File: config.mk
export PLATFORM = sky130hd
export DESIGN_NAME = ball_motion_flat
export DESIGN_NICKNAME = d
export VERILOG_FILES = /design/src/rtl/ball_motion_if.sv /design/src/rtl/ball_motion.sv /design/src/flat_wrapper.sv
export SDC_FILE = /design/constraint.sdc
export NUM_CORES = 1
export LEC_CHECK = 0
export CAP_MARGIN = 30
export CELL_PAD_IN_SITES_DETAIL_PLACEMENT = 1
export CELL_PAD_IN_SITES_GLOBAL_PLACEMENT = 2
export CORE_MARGIN = 2
export CORE_UTILIZATION = 39
export DETAILED_ROUTE_END_ITERATION = 10
export DONT_BUFFER_PORTS = 1
export PLACE_DENSITY_LB_ADDON = 0.1
export REMOVE_ABC_BUFFERS = 1
export SYNTH_ARGS = -nofsm -noshare
export SYNTH_HDL_FRONTEND = slang
export SYNTH_SLANG_ARGS = --single-unit
File: constraint.sdc
create_clock -name Clk -period 4.8 [get_ports Clk]
set_input_delay 0.96 -clock Clk [delete_from_list [all_inputs] [get_ports Clk]]
set_output_delay 0.96 -clock Clk [all_outputs]
set_load 0.005 [all_outputs]
File: src/rtl/ball_motion_if.sv
// Frame-tick, serve and collision inputs plus the ball/score/lives outputs
// of the ball motion controller.
interface ball_motion_if;
    logic       FrameTick;
    logic       Serve;
    logic [2:0] ColOut;
    logic [9:0] XCord;
    logic [9:0] YCord;
    logic [9:0] Score;
    logic [1:0] Lives;
    logic [1:0] State;
    logic       MissPulse;

    modport master (
        output FrameTick, Serve, ColOut,
        input  XCord, YCord, Score, Lives, State, MissPulse
    );

    modport slave (
        input  FrameTick, Serve, ColOut,
        output XCord, YCord, Score, Lives, State, MissPulse
    );
endinterface

File: src/rtl/ball_motion.sv
// Ball motion controller: direction, speed, lives and score, and the
// serve/play/miss/game-over sequence. One position step is taken per frame tick.
module ball_motion #(
    parameter int ServeX     = 320,
    parameter int ServeY     = 232,
    parameter int XMax       = 639,
    parameter int YMax       = 399,
    parameter int SpeedInit  = 2,
    parameter int SpeedMax   = 6,
    parameter int HitsPerUp  = 4,
    parameter int LivesInit  = 3,
    parameter int MissFrames = 60
) (
    input  logic          Clk,
    input  logic          Rst_n,
    ball_motion_if.slave  bus
);

    localparam int SpeedW = $clog2(SpeedMax + 1);
    localparam int HitW   = $clog2(HitsPerUp + 1);
    localparam int MissW  = $clog2(MissFrames);

    localparam logic [9:0]        ServeXC    = 10'(ServeX);
    localparam logic [9:0]        ServeYC    = 10'(ServeY);
    localparam logic [9:0]        XMaxC      = 10'(XMax);
    localparam logic [9:0]        YMaxC      = 10'(YMax);
    localparam logic [SpeedW-1:0] SpeedInitC = SpeedW'(SpeedInit);
    localparam logic [SpeedW-1:0] SpeedMaxC  = SpeedW'(SpeedMax);
    localparam logic [SpeedW-1:0] SpeedOne   = SpeedW'(1);
    localparam logic [HitW-1:0]   HitLast    = HitW'(HitsPerUp - 1);
    localparam logic [HitW-1:0]   HitOne     = HitW'(1);
    localparam logic [MissW-1:0]  MissLast   = MissW'(MissFrames - 1);
    localparam logic [MissW-1:0]  MissOne    = MissW'(1);
    localparam logic [1:0]        LivesInitC = 2'(LivesInit);
    localparam logic [9:0]        ScoreMax   = 10'h3FF;

    localparam logic [2:0] ColPaddle  = 3'b001;
    localparam logic [2:0] ColNet     = 3'b011;
    localparam logic [2:0] ColCeiling = 3'b010;
    localparam logic [2:0] ColFloor   = 3'b110;
    localparam logic [2:0] ColWall    = 3'b100;

    typedef enum logic [1:0] {
        IDLE = 2'b00,
        PLAY = 2'b01,
        MISS = 2'b10,
        OVER = 2'b11
    } state_e;

    state_e            state_q, state_d;
    logic [9:0]        x_q, x_d, y_q, y_d;
    logic              dirLeft_q, dirLeft_d, dirDown_q, dirDown_d;
    logic [SpeedW-1:0] speed_q, speed_d;
    logic [1:0]        lives_q, lives_d;
    logic [9:0]        score_q, score_d;
    logic              missPulse_q, missPulse_d;
    logic [2:0]        colPrev_q, colPrev_d;
    logic [HitW-1:0]   hitCnt_q, hitCnt_d;
    logic [MissW-1:0]  missCnt_q, missCnt_d;

    logic netEdge;
    logic paddleHit;

    assign netEdge   = (bus.ColOut == ColNet)    && (colPrev_q != ColNet);
    assign paddleHit = (bus.ColOut == ColPaddle) && (colPrev_q != ColPaddle);

    // Bit 10 of the 11-bit sum acts as the sign, so underflow clamps to 0.
    function automatic logic [9:0] stepAxis(input logic [9:0] pos,
                                            input logic negative,
                                            input logic [SpeedW-1:0] spd,
                                            input logic [9:0] limit);
        logic [10:0] delta;
        logic [10:0] sum;
        delta = {{(11-SpeedW){1'b0}}, spd};
        sum   = negative ? ({1'b0, pos} - delta) : ({1'b0, pos} + delta);
        if (sum[10])
            return '0;
        else if (sum[9:0] > limit)
            return limit;
        else
            return sum[9:0];
    endfunction

    always_ff @(posedge Clk or negedge Rst_n) begin
        if (!Rst_n) begin
            state_q     <= IDLE;
            x_q         <= ServeXC;
            y_q         <= ServeYC;
            dirLeft_q   <= 1'b1;
            dirDown_q   <= 1'b1;
            speed_q     <= SpeedInitC;
            lives_q     <= LivesInitC;
            score_q     <= '0;
            missPulse_q <= 1'b0;
            colPrev_q   <= '0;
            hitCnt_q    <= '0;
            missCnt_q   <= '0;
        end else begin
            state_q     <= state_d;
            x_q         <= x_d;
            y_q         <= y_d;
            dirLeft_q   <= dirLeft_d;
            dirDown_q   <= dirDown_d;
            speed_q     <= speed_d;
            lives_q     <= lives_d;
            score_q     <= score_d;
            missPulse_q <= missPulse_d;
            colPrev_q   <= colPrev_d;
            hitCnt_q    <= hitCnt_d;
            missCnt_q   <= missCnt_d;
        end
    end

    always_comb begin
        state_d = state_q;
        unique case (state_q)
            IDLE: if (bus.Serve) state_d = PLAY;
            PLAY: if (netEdge) state_d = MISS;
            MISS: if (bus.FrameTick && missCnt_q == MissLast)
                      state_d = (lives_q == 2'd0) ? OVER : IDLE;
            OVER: if (bus.Serve) state_d = IDLE;
            default: state_d = IDLE;
        endcase
    end

    // Datapath: direction takes effect in the same cycle's step.
    always_comb begin
        x_d         = x_q;
        y_d         = y_q;
        dirLeft_d   = dirLeft_q;
        dirDown_d   = dirDown_q;
        speed_d     = speed_q;
        lives_d     = lives_q;
        score_d     = score_q;
        missPulse_d = 1'b0;
        colPrev_d   = bus.ColOut;
        hitCnt_d    = hitCnt_q;
        missCnt_d   = missCnt_q;
        unique case (state_q)
            IDLE: begin
                x_d = ServeXC;
                y_d = ServeYC;
                if (bus.Serve) begin
                    dirLeft_d = 1'b1;
                    dirDown_d = 1'b1;
                end
            end
            PLAY: begin
                unique case (bus.ColOut)
                    ColPaddle:  dirLeft_d = 1'b1;
                    ColWall:    dirLeft_d = 1'b0;
                    ColCeiling: dirDown_d = 1'b1;
                    ColFloor:   dirDown_d = 1'b0;
                    default:    ;
                endcase
                if (netEdge) begin
                    lives_d     = lives_q - 2'd1;
                    missPulse_d = 1'b1;
                    missCnt_d   = '0;
                end else begin
                    if (paddleHit) begin
                        score_d = (score_q == ScoreMax) ? ScoreMax : score_q + 10'd1;
                        if (hitCnt_q == HitLast) begin
                            hitCnt_d = '0;
                            speed_d  = (speed_q >= SpeedMaxC) ? SpeedMaxC : speed_q + SpeedOne;
                        end else begin
                            hitCnt_d = hitCnt_q + HitOne;
                        end
                    end
                    if (bus.FrameTick) begin
                        x_d = stepAxis(x_q, dirLeft_d, speed_q, XMaxC);
                        y_d = stepAxis(y_q, !dirDown_d, speed_q, YMaxC);
                    end
                end
            end
            MISS: begin
                if (bus.FrameTick) begin
                    if (missCnt_q == MissLast) begin
                        missCnt_d = '0;
                        if (lives_q != 2'd0) begin
                            x_d      = ServeXC;
                            y_d      = ServeYC;
                            speed_d  = SpeedInitC;
                            hitCnt_d = '0;
                        end
                    end else begin
                        missCnt_d = missCnt_q + MissOne;
                    end
                end
            end
            OVER: begin
                if (bus.Serve) begin
                    lives_d  = LivesInitC;
                    score_d  = '0;
                    speed_d  = SpeedInitC;
                    hitCnt_d = '0;
                    x_d      = ServeXC;
                    y_d      = ServeYC;
                end
            end
            default: ;
        endcase
    end

    always_comb begin
        bus.XCord     = x_q;
        bus.YCord     = y_q;
        bus.Score     = score_q;
        bus.Lives     = lives_q;
        bus.State     = state_q;
        bus.MissPulse = missPulse_q;
    end

endmodule

File: src/flat_wrapper.sv
// flat-port wrapper written by rule: the top's interface ports become plain ports
module ball_motion_flat 
#(
    parameter int ServeX     = 320,
    parameter int ServeY     = 232,
    parameter int XMax       = 639,
    parameter int YMax       = 399,
    parameter int SpeedInit  = 2,
    parameter int SpeedMax   = 6,
    parameter int HitsPerUp  = 4,
    parameter int LivesInit  = 3,
    parameter int MissFrames = 60
)
  (Clk, Rst_n, bus_FrameTick, bus_Serve, bus_ColOut, bus_XCord, bus_YCord, bus_Score, bus_Lives, bus_State, bus_MissPulse);
  ball_motion_if bus_i ();
  input  logic Clk;
  input  logic Rst_n;
  input wire logic [$bits(bus_i.FrameTick)-1:0] bus_FrameTick;
  input wire logic [$bits(bus_i.Serve)-1:0] bus_Serve;
  input wire logic [$bits(bus_i.ColOut)-1:0] bus_ColOut;
  output wire logic [$bits(bus_i.XCord)-1:0] bus_XCord;
  output wire logic [$bits(bus_i.YCord)-1:0] bus_YCord;
  output wire logic [$bits(bus_i.Score)-1:0] bus_Score;
  output wire logic [$bits(bus_i.Lives)-1:0] bus_Lives;
  output wire logic [$bits(bus_i.State)-1:0] bus_State;
  output wire logic [$bits(bus_i.MissPulse)-1:0] bus_MissPulse;
  assign bus_i.FrameTick = bus_FrameTick;
  assign bus_i.Serve = bus_Serve;
  assign bus_i.ColOut = bus_ColOut;
  assign bus_XCord = bus_i.XCord;
  assign bus_YCord = bus_i.YCord;
  assign bus_Score = bus_i.Score;
  assign bus_Lives = bus_i.Lives;
  assign bus_State = bus_i.State;
  assign bus_MissPulse = bus_i.MissPulse;
  ball_motion #(.ServeX(ServeX), .ServeY(ServeY), .XMax(XMax), .YMax(YMax), .SpeedInit(SpeedInit), .SpeedMax(SpeedMax), .HitsPerUp(HitsPerUp), .LivesInit(LivesInit), .MissFrames(MissFrames)) u_core (.Clk(Clk), .Rst_n(Rst_n), .bus(bus_i));
endmodule
## After elaboration in Yosys (flattened, before gate mapping)

Index checks and enable logic that the tools add are counted.

| word-level totals | value |
|---|---|
| bits in writable memories | 0 |
| memory bits (read-only) | 0 |
| output and inout port bits | 35 |
| flip-flop bits (word level) | 52 |
| logic and storage cells | 130 |
| latch bits | 0 |
| bits of input ports | 7 |
| memories kept | 0 |

| cells by class | value |
|---|---|
| add/subtract/negate cells | 9 |
| $lt $le $gt $ge | 3 |
| reductions and logical operators | 18 |
| shift-type cells | 0 |
| equality and inequality tests | 24 |
| $mul | 0 |
| multiplexer cells | 64 |
| divide/modulo/power cells | 0 |
| bitwise gates (word level) | 0 |

Operator list:

| operator | count |
|---|---|
| $mux W10 | 20 |
| $pmux W10 S4 | 2 |
| $mux W3 | 15 |
| $add A10 B3 Y11 | 2 |
| $mux W11 | 2 |
| $sub A10 B3 Y11 | 2 |
| $pmux W10 S2 | 1 |
| $mux W6 | 3 |
| $pmux W3 S3 | 2 |
| $mux W2 | 7 |
| $ne A2 B1 Y1 const B | 6 |
| $pmux W6 S2 | 1 |
| $add A10 B1 Y10 const B | 1 |
| $eq A10 B10 Y1 const B | 1 |
| $gt A10 B10 Y1 const B | 1 |
| $gt A10 B9 Y1 const B | 1 |
| $ne A2 B2 Y1 const B | 5 |
| $eq A3 B2 Y1 const B | 3 |
| $pmux W1 S2 | 4 |
| $pmux W2 S4 | 1 |
| $reduce_and A4 Y1 | 2 |
| $reduce_and A8 Y1 | 1 |
| $reduce_bool A2 Y1 | 4 |
| $reduce_and A7 Y1 | 1 |
| other kinds (19) | 30 |

## Depth between registers and ports, before layout

Gate-level depths: netlist of run 1.

| logic depth | value |
|---|---|
| depth after elaboration | 10 |
| gate-level depth with buffers | 13 |
| gate-level depth less buffers | 12 |

## Worst setup path after synthesis of run 1

Ideal clock, no wire load.

| timing path | value |
|---|---|
| kind | input-to-reg |
| start | input bus_ColOut[0] |
| end | register u_core.y_q[0], in the netlist u_core.bus.YCord[0] |
| path slack | 1.033 ns |
| cell stages on the path | 11 |
| path buffers | 1 |
| arrival | 3.610 ns |
| data required time | 4.643 ns |
| cell sequence | nand2b_1 mux2i_1 and2b_1 ha_1 a21o_2 a21oi_2 mux2_4 or4_1 buf_2 a211oi_1 a22oi_1 |

| on the way | value |
|---|---|
| word-level cells in the longest chain between the ends | 10 |

RTL lines:

| element | line | RTL |
|---|---|---|
| start, declared | flat_wrapper.sv:20 | `input wire logic [$bits(bus_i.ColOut)-1:0] bus_ColOut;` |
| $eq A3 B3 Y1 / $eq A3 B2 Y1 (equally long branches) | ball_motion.sv:149 | `unique case (bus.ColOut)` |
| $pmux W1 S2 | ball_motion.sv:149 |  |
| $mux W1 | ball_motion.sv:139 | `unique case (state_q)` |
| $mux W11 | ball_motion.sv:75 | `sum = negative ? ({1'b0, pos} - delta) : ({1'b0, pos} + delta);` |
| $gt A10 B9 Y1 | ball_motion.sv:78 | `else if (sum[9:0] > limit)` |
| $mux W10 | ball_motion.sv:78 |  |
| $mux W10 | ball_motion.sv:76 | `if (sum[10])` |
| $mux W10 | ball_motion.sv:170 | `if (bus.FrameTick) begin` |
| $mux W10 | ball_motion.sv:156 | `if (netEdge) begin` |
| $pmux W10 S4 | ball_motion.sv:139 |  |
| end signal, assigned | ball_motion.sv:88 | `y_q <= ServeYC;` |
| end signal, assigned | ball_motion.sv:101 | `y_q <= y_d;` |
| end, declared | ball_motion.sv:51 | `logic [9:0] x_q, x_d, y_q, y_d;` |

Parallel ways exist; a longest one is shown, timed or not. The select of a mux whose other input is x is not followed.
A chain may end at the register's enable or synchronous reset.

## Final worst setup path of run 1

| timing path | value |
|---|---|
| start | input bus_ColOut[0] |
| end | register u_core.x_q[0], in the netlist u_core.bus.XCord[0] |

| on the way | value |
|---|---|
| word-level cells in the longest chain between the ends | 10 |

RTL lines:

| element | line | RTL |
|---|---|---|
| $eq A3 B3 Y1 / $eq A3 B1 Y1 (equally long branches) | ball_motion.sv:149 |  |
| $pmux W1 S2 | ball_motion.sv:149 |  |
| $mux W1 | ball_motion.sv:139 |  |
| $mux W11 | ball_motion.sv:75 |  |
| $gt A10 B10 Y1 | ball_motion.sv:78 |  |
| $mux W10 | ball_motion.sv:78 |  |
| $mux W10 | ball_motion.sv:76 |  |
| $mux W10 | ball_motion.sv:170 |  |
| $mux W10 | ball_motion.sv:156 |  |
| $pmux W10 S4 | ball_motion.sv:139 |  |
| end signal, assigned | ball_motion.sv:87 | `x_q <= ServeXC;` |
| end, declared | ball_motion.sv:51 |  |

Parallel ways exist; a longest one is shown, timed or not. The select of a mux whose other input is x is not followed.

==> impl_metrics.yaml, run 1 <==
timing:
  whs_ps: 329
  final_hold_viol_count: 0
  fin_crit_sh_pct: 81.4
  min_period_ps: 3910
  rsz0062_at_grt: "no"
  setup_tns_ps: 0
  fin_skew_ps: 16.9
  maxSlewHeadroom_pct: 40.1
  fmax_mhz: 256
  slew_violations: 0
  setup-violations-final: 0
  worst_pin_slew_ps: 895
setup_path:
  cp_data_required_time_ps: 5020
  crit_path_start_kind: "input pin"
  critPathTopFamily: "compound AO/OA/AOI/OAI gates"
  path_cells: "nor2b_1 -> o21ai_0 -> o311ai_0 -> buf_2 -> ha_1 -> and2_4 -> a221oi_2 -> a21oi_1 -> o32ai_1 -> a21boi_0 -> o22ai_1"
  cp.buffers_inverters: 1
  critPathKind: "input pin to register"
  arrival_ps: 4130
  cp_slowest_stage_delay_ps: 810
  r2r-start: "u_core.speed_q[1]"
  r2r.worst_path.cells: 12
  r2r_slack_ps: 930
  end_kind: "register"
  critPathLaunch: "bus_ColOut[0]"
  slowest_stage: "o32ai_1"
  reg2reg_to: "u_core.bus.XCord[0]"
  crit_cells: 11
  worstPathMaxFanout: 7
yosys:
  avgSynthCellArea_um2: 8.87
  synth_cell_types: 59
  ys.flop_type: "dfrtp_1"
  ys_seq_area_share_pct: 35.7
  synthArstFlopShare_pct: 100
  ys_ff_latch: 52
  synth_edf_count: 0
  syn_inst: 416
  synth_area_um2: 3690
  synth_top_cells_by_area: "dfrtp_1 (28%), ha_1 (9.5%), dfstp_2 (7.8%)"
  yosysWarnings: 0
  yosysTopAreaCell: "dfrtp_1"
  synth_top_area_share_pct: 27.8
finish:
  final_util_pct: 42.9
  antenna_cells: 0
  nFillCells: 1094
  final_nets: 454
  syn_to_final_growth_pct: 7.02
  drive_gt1_share_pct: 7.42
place:
  portBuffers: 0
  gp_congestion: 0.875
  hpwl_um: 7730
global_routing:
  grt-ovfl-total: 0
  grt_start_max_net_pins: 53
  grt.total_usage_pct: 20.7
  grt_pass1_wl_um: 17200
  antenna_found_initial: 0
  grt_pass1_vias: 3320
die:
  die_area_um2: 10300
  start_util_pct: 40.1
  die_w_um: 101
  io_pins: 42
  rows: 35
  core_um2: 9200
  die_h_um: 101
route:
  vias: 3206
  ant_nets: 0
  drt_iter0_markers: 111
  drt-pass1-iter-count: 4
  wl_per_cell_um: 19.6
  drc: 0
  wl_um: 10400
  vias_per_cell: 6.06
cts:
  ctsRootBufferMaster: "clkbuf_8"
  worstSkewPairLatency_ps: 310
  cts_buffer_depth: 2
  hold_buffers: 0
  cts_tree: "yes"
  clock_sink_count: 52
  numCtsBuffers: 5
  path_clk_slew_ps: 110
  cts_resized: 0
  htree_levels: 2
  post-cts-setup-buffers: 0
min_path:
  worst_hold_path_type: "input pin to async pin"
pwr:
  power_uw: 2790
  powerDensity_nw_per_um2: 707
  leakage_uw: 0.00171
  vdd_drop_max_v: 0.000246
run:
  maxCapViolCount: 0
run_status:
  status: "completed"
==> area by class of cell <==
| cell class | count | area, µm² | area share, % |
|---|---|---|---|
| clock buffer | 6 | 72.6 | 1.84 |
| clock inverter | 2 | 60.1 | 1.52 |
| tap | 111 | 139 | 3.52 |
| inverter | 11 | 41.3 | 1.05 |
| sequential | 52 | 1320 | 33.3 |
| multi-input combinational | 343 | 2290 | 58.1 |
| timing repair buffer | 4 | 27.5 | 0.697 |
==> synthesized netlist by cell type, drive strengths merged, types with 2 or more instances <==
cell	number
nand3b	2
o311ai	2
nand3	9
a41oi	3
o211a	2
nand2	39
mux2i	6
dfstp	11
a211oi	10
o211ai	9
o21a	4
o21ai	41
and2	9
nand2b	14
o21bai	2
xnor2	10
or4	3
nor2b	9
ha	28
nor4b	2
clkbuf	6
a22oi	6
o22ai	6
a31oi	7
o22a	4
a21oi	28
and3	8
a21boi	2
xor2	3
buf	4
fa	2
nor2	30
nor3	5
a21o	10
inv	11
nor3b	2
o32ai	2
and4	2
o31ai	5
nand4	6
dfrtp	41
==> routing by layer <==
metal	wire length (µm)	global-route usage [%]	up-vias
met3	354	3.04	4
met1	5150	28.8	1596
li1	-	-	1563
met2	4820	34.7	43
met4	39	3.53	0
met5	0	0	-
==> registers in the layout, indices dropped and copies added (netlist names) <==
register	cells
u_core.bus.Lives	2
u_core.bus.MissPulse	1
u_core.bus.Score	10
u_core.bus.State	2
u_core.bus.XCord	10
u_core.bus.YCord	10
u_core.colPrev_q	3
u_core.dirDown_q	1
u_core.dirLeft_q	1
u_core.hitCnt_q	3
u_core.missCnt_q	6
u_core.speed_q	3
==> worst max-delay path by stage <==
stage	end	slack [ps]
CTS	u_core.bus.XCord[0]	890
detailed placement	u_core.bus.XCord[0]	590
global route	u_core.bus.XCord[1]	580
finish	u_core.bus.XCord[0]	890
global placement	u_core.bus.XCord[6]	440
floorplan	u_core.bus.YCord[0]	1050
==> cell families after synthesis <==
| group | Yosys count | synth area share (%) |
|---|---|---|
| adders and majority gates | 30 | 10.6 |
| buffers and inverters | 21 | 2.20 |
| and+or+nand+nor | 144 | 20.2 |
| xor gates and xnor gates | 13 | 3.09 |
| DFF | 52 | 35.7 |
| AOI/OAI and AO/OA | 149 | 26.3 |
| muxes | 7 | 2.04 |
==> cell usage in the layout (no fill, tap or decap), drive strengths merged, types with 5 or more instances in the layout <==
cell and count:
a211oi 10, nand4 6, nor3 5, o31ai 5
a31oi 7, clkbuf 6, a22oi 6, o22ai 6
nor2b 9, a21o 10, nand3 9, nand2 39
nand2b 14, a21oi 28, xnor2 10, dfstp 11
inv 11, nor2 30, ha 28, mux2i 6
dfrtp 41, o211ai 9, o21ai 41, and2 9
and3 8
==> where the power goes <==
part | switching (µW) | internal, µW
clock network | 158 | 209
registers | 192 | 582
logic | 976 | 674
==> stage by stage <==
| stage | cell area [µm²] | std cells | setup WS, ps |
|---|---|---|---|
| 2_1_floorplan | 3650 | 406 | 1050 |
| 3_3_place_gp | 3810 | 520 | 437 |
| 3_5_place_dp | 3810 | 521 | 587 |
| 4_1_cts | 3950 | 529 | 890 |
| 5_1_grt | 3950 | 529 | 580 |
| 6_report | 3950 | 529 | 893 |
Note: power is estimated with default switching activity, not from simulation.
==> run 2: changes to the inputs <==
Settings changed: CORE_UTILIZATION 39 to 36.
Clock period 4.8 ns to 3.35 ns, I/O delays scaled along.
==> run 2 against run 1 <==
Critical path depth grew 1. Flip-flop and latch count is the same. Setup slack lost 780 ps. Sequential share of layout area is 4.2 points lower. Global-route usage shrank 0.25 points. First-iteration DRC count down 9.0%. Via count up 6.6%. Routed wire length increased by 7.8%. Non-clock buffer count rose by 58. Critical endpoint is now u_core.bus.YCord[1]. Largest power group unchanged. Highest routed layer unchanged.
==> impl_metrics.yaml, run 2 (synthesis results as in run 1) <==
finish:
  syn_to_final_growth_pct: 22.6
  final_cell_mix: "buf_4 (61), dfrtp_1 (41), nand2_1 (39)"
  fin_cells: 609
  fin_area_um2: 4520
  drive_gt1_share_pct: 22.5
  final_util_pct: 45.9
  antenna_cells: 0
  final_common_cell: "buf_4"
  multi_input_area_um2: 2420
  nFillCells: 1156
  final_nets: 512
  ff_latch_area_um2: 1320
cts:
  worstSkewPairLatency_ps: 320
  path_clk_slew_ps: 110
  htree_levels: 2
  clock_sink_count: 52
  cts_tree: "yes"
  ctsRootBufferMaster: "clkbuf_8"
  cts_buffer_depth: 2
  numCtsBuffers: 5
die:
  die_area_um2: 11100
  start_util_pct: 37.4
  core_um2: 9860
  rows: 36
  die_h_um: 105
  io_pins: 42
  die_w_um: 105
setup_path:
  cp_data_required_time_ps: 3560
  path_cells: "inv_1 -> ha_1 -> ha_2 -> buf_4 -> and2b_2 -> ha_1 -> a21o_2 -> a21oi_4 -> mux2_4 -> or4_4 -> a211oi_2 -> a22oi_1"
  cp.buffers_inverters: 2
  reg2reg_to: "u_core.bus.YCord[1]"
  critPathTopFamily: "simple AND/OR/NAND/NOR gates"
  cp_slowest_stage_delay_ps: 600
  end_kind: "register"
  critPathKind: "register to register"
  arrival_ps: 3440
  r2r.worst_path.cells: 12
  r2r_slack_ps: 110
  cpMostUsedCell: "ha_1"
  crit_path_start_kind: "register"
  slowest_stage: "or4_4"
  r2r-start: "u_core.speed_q[1]"
  worstPathMaxFanout: 6
run:
  maxCapViolCount: 0
timing:
  setup-violations-final: 0
  fmax_mhz: 309
  worst_pin_slew_ps: 799
  fin_skew_ps: 7.37
  min_period_ps: 3240
  maxSlewHeadroom_pct: 46.8
  fin_crit_sh_pct: 96.7
  slew_violations: 0
  final_hold_viol_count: 0
place:
  dpl.cell_count: 599
  dpl_cell_area_um2: 4270
  hpwl_um: 8410
  gp_congestion: 0.837
  portBuffers: 0
global_routing:
  grt-ovfl-total: 0
  antenna_found_initial: 0
  grt_start_max_net_pins: 53
  grt_pass1_vias: 3476
  grt_pass1_wl_um: 18400
  grt.total_usage_pct: 20.4
route:
  vias: 3416
  drt-pass1-iter-count: 4
  drc: 0
  drt_iter0_markers: 101
  wl_per_cell_um: 18.3
  vias_per_cell: 5.61
  ant_nets: 0
  wl_um: 11200
pwr:
  power_uw: 4700
  internal_power_uw: 2550
  seqPwrFrac_pct: 23.1
  pwr-share-comb_pct: 67.0
  powerDensity_nw_per_um2: 1040
  swShare_pct: 45.7
  vdd_drop_max_v: 0.000495
  switchingPower_uw: 2150
  pwr-share-clk_pct: 9.9
  leakage_uw: 0.00201
run_status:
  status: "completed"
min_path:
  worst_hold_path_type: "input pin to async pin"
-- run 2: cell types whose count changed in the layout (fill, tap and decap cells not counted), sizes merged --
cell         delta
buf            +57
bufinv          -1
dlygate4sd3     +1
inv             +1
-- run 2: what timing repair did --
| item | CTS | global route |
|---|---|---|
| buffers inserted | 0 | 1 |
| hold endpoints to repair | 0 | 9 |
| hold buffers | 0 | 1 |
| pin swaps | 1 | 8 |
| endpoints found under the setup margin | 10 | 19 |
| gates resized for setup | 4 | 21 |
-- run 2: final cells by class --
type / count / area share [%]
multi-input combinational: 343 / 53.5
sequential: 52 / 29.1
timing repair buffer: 62 / 10.3
tap: 133 / 3.68
clock buffer: 6 / 1.60
inverter: 11 / 0.913
clock inverter: 2 / 0.858
-- run 2: how the worst max path moves through the flow --
stage / startpoint / to / slack (ps) / depth (start not counted)
2_1_floorplan: bus_ColOut[0] / u_core.bus.YCord[0] / -110 / 10
3_3_place_gp: bus_ColOut[0] / u_core.bus.YCord[0] / -220 / 11
3_5_place_dp: bus_ColOut[0] / u_core.bus.YCord[1] / -250 / 11
4_1_cts: u_core.speed_q[1] / u_core.bus.YCord[0] / 50 / 12
5_1_grt: u_core.dirLeft_q / u_core.bus.XCord[6] / -4 / 12
6_report: u_core.speed_q[1] / u_core.bus.YCord[1] / 110 / 12
-- run 2: through the flow --
stage / setup slack (ps) / hold WS (ps) / setup TNS, ps
floorplan: -109 / 374 / -276
global placement: -216 / 377 / -1630
detailed placement: -246 / 377 / -2320
CTS: 45.5 / 11.0 / 0
global route: -3.71 / 5.96 / -3.71
finish: 112 / 37.6 / 0
-- run 2: worst reg2reg max path: cells and delay by family, from the launching register on --
kind            cells  cell delay (ps)
simple gates        2              830
compound gates      4              670
fa+ha+maj           3              590
flops               1              540
mux                 1              320
buf+inv             2              170
-- run 2: metal layers --
metal	routed length [µm]	share of wire [%]	up-vias	track usage [%]
met1	5470	49	1689	28.3
met4	170	1.5	0	5.33
met5	0	0	-	0
met2	5220	47	40	32.8
met3	304	2.7	13	3.83
li1	-	-	1674	-
-- run 2: power by group through the flow --
| stage | Combinational [µW] | Clock [µW] | Sequential (µW) |
|---|---|---|---|
| floorplan | 1790 | 0 | 1030 |
| global placement | 2840 | 0 | 1090 |
| detailed placement | 2910 | 0 | 1090 |
| CTS | 2970 | 478 | 1090 |
| global route | 3470 | 503 | 1130 |
| finish | 3150 | 463 | 1090 |
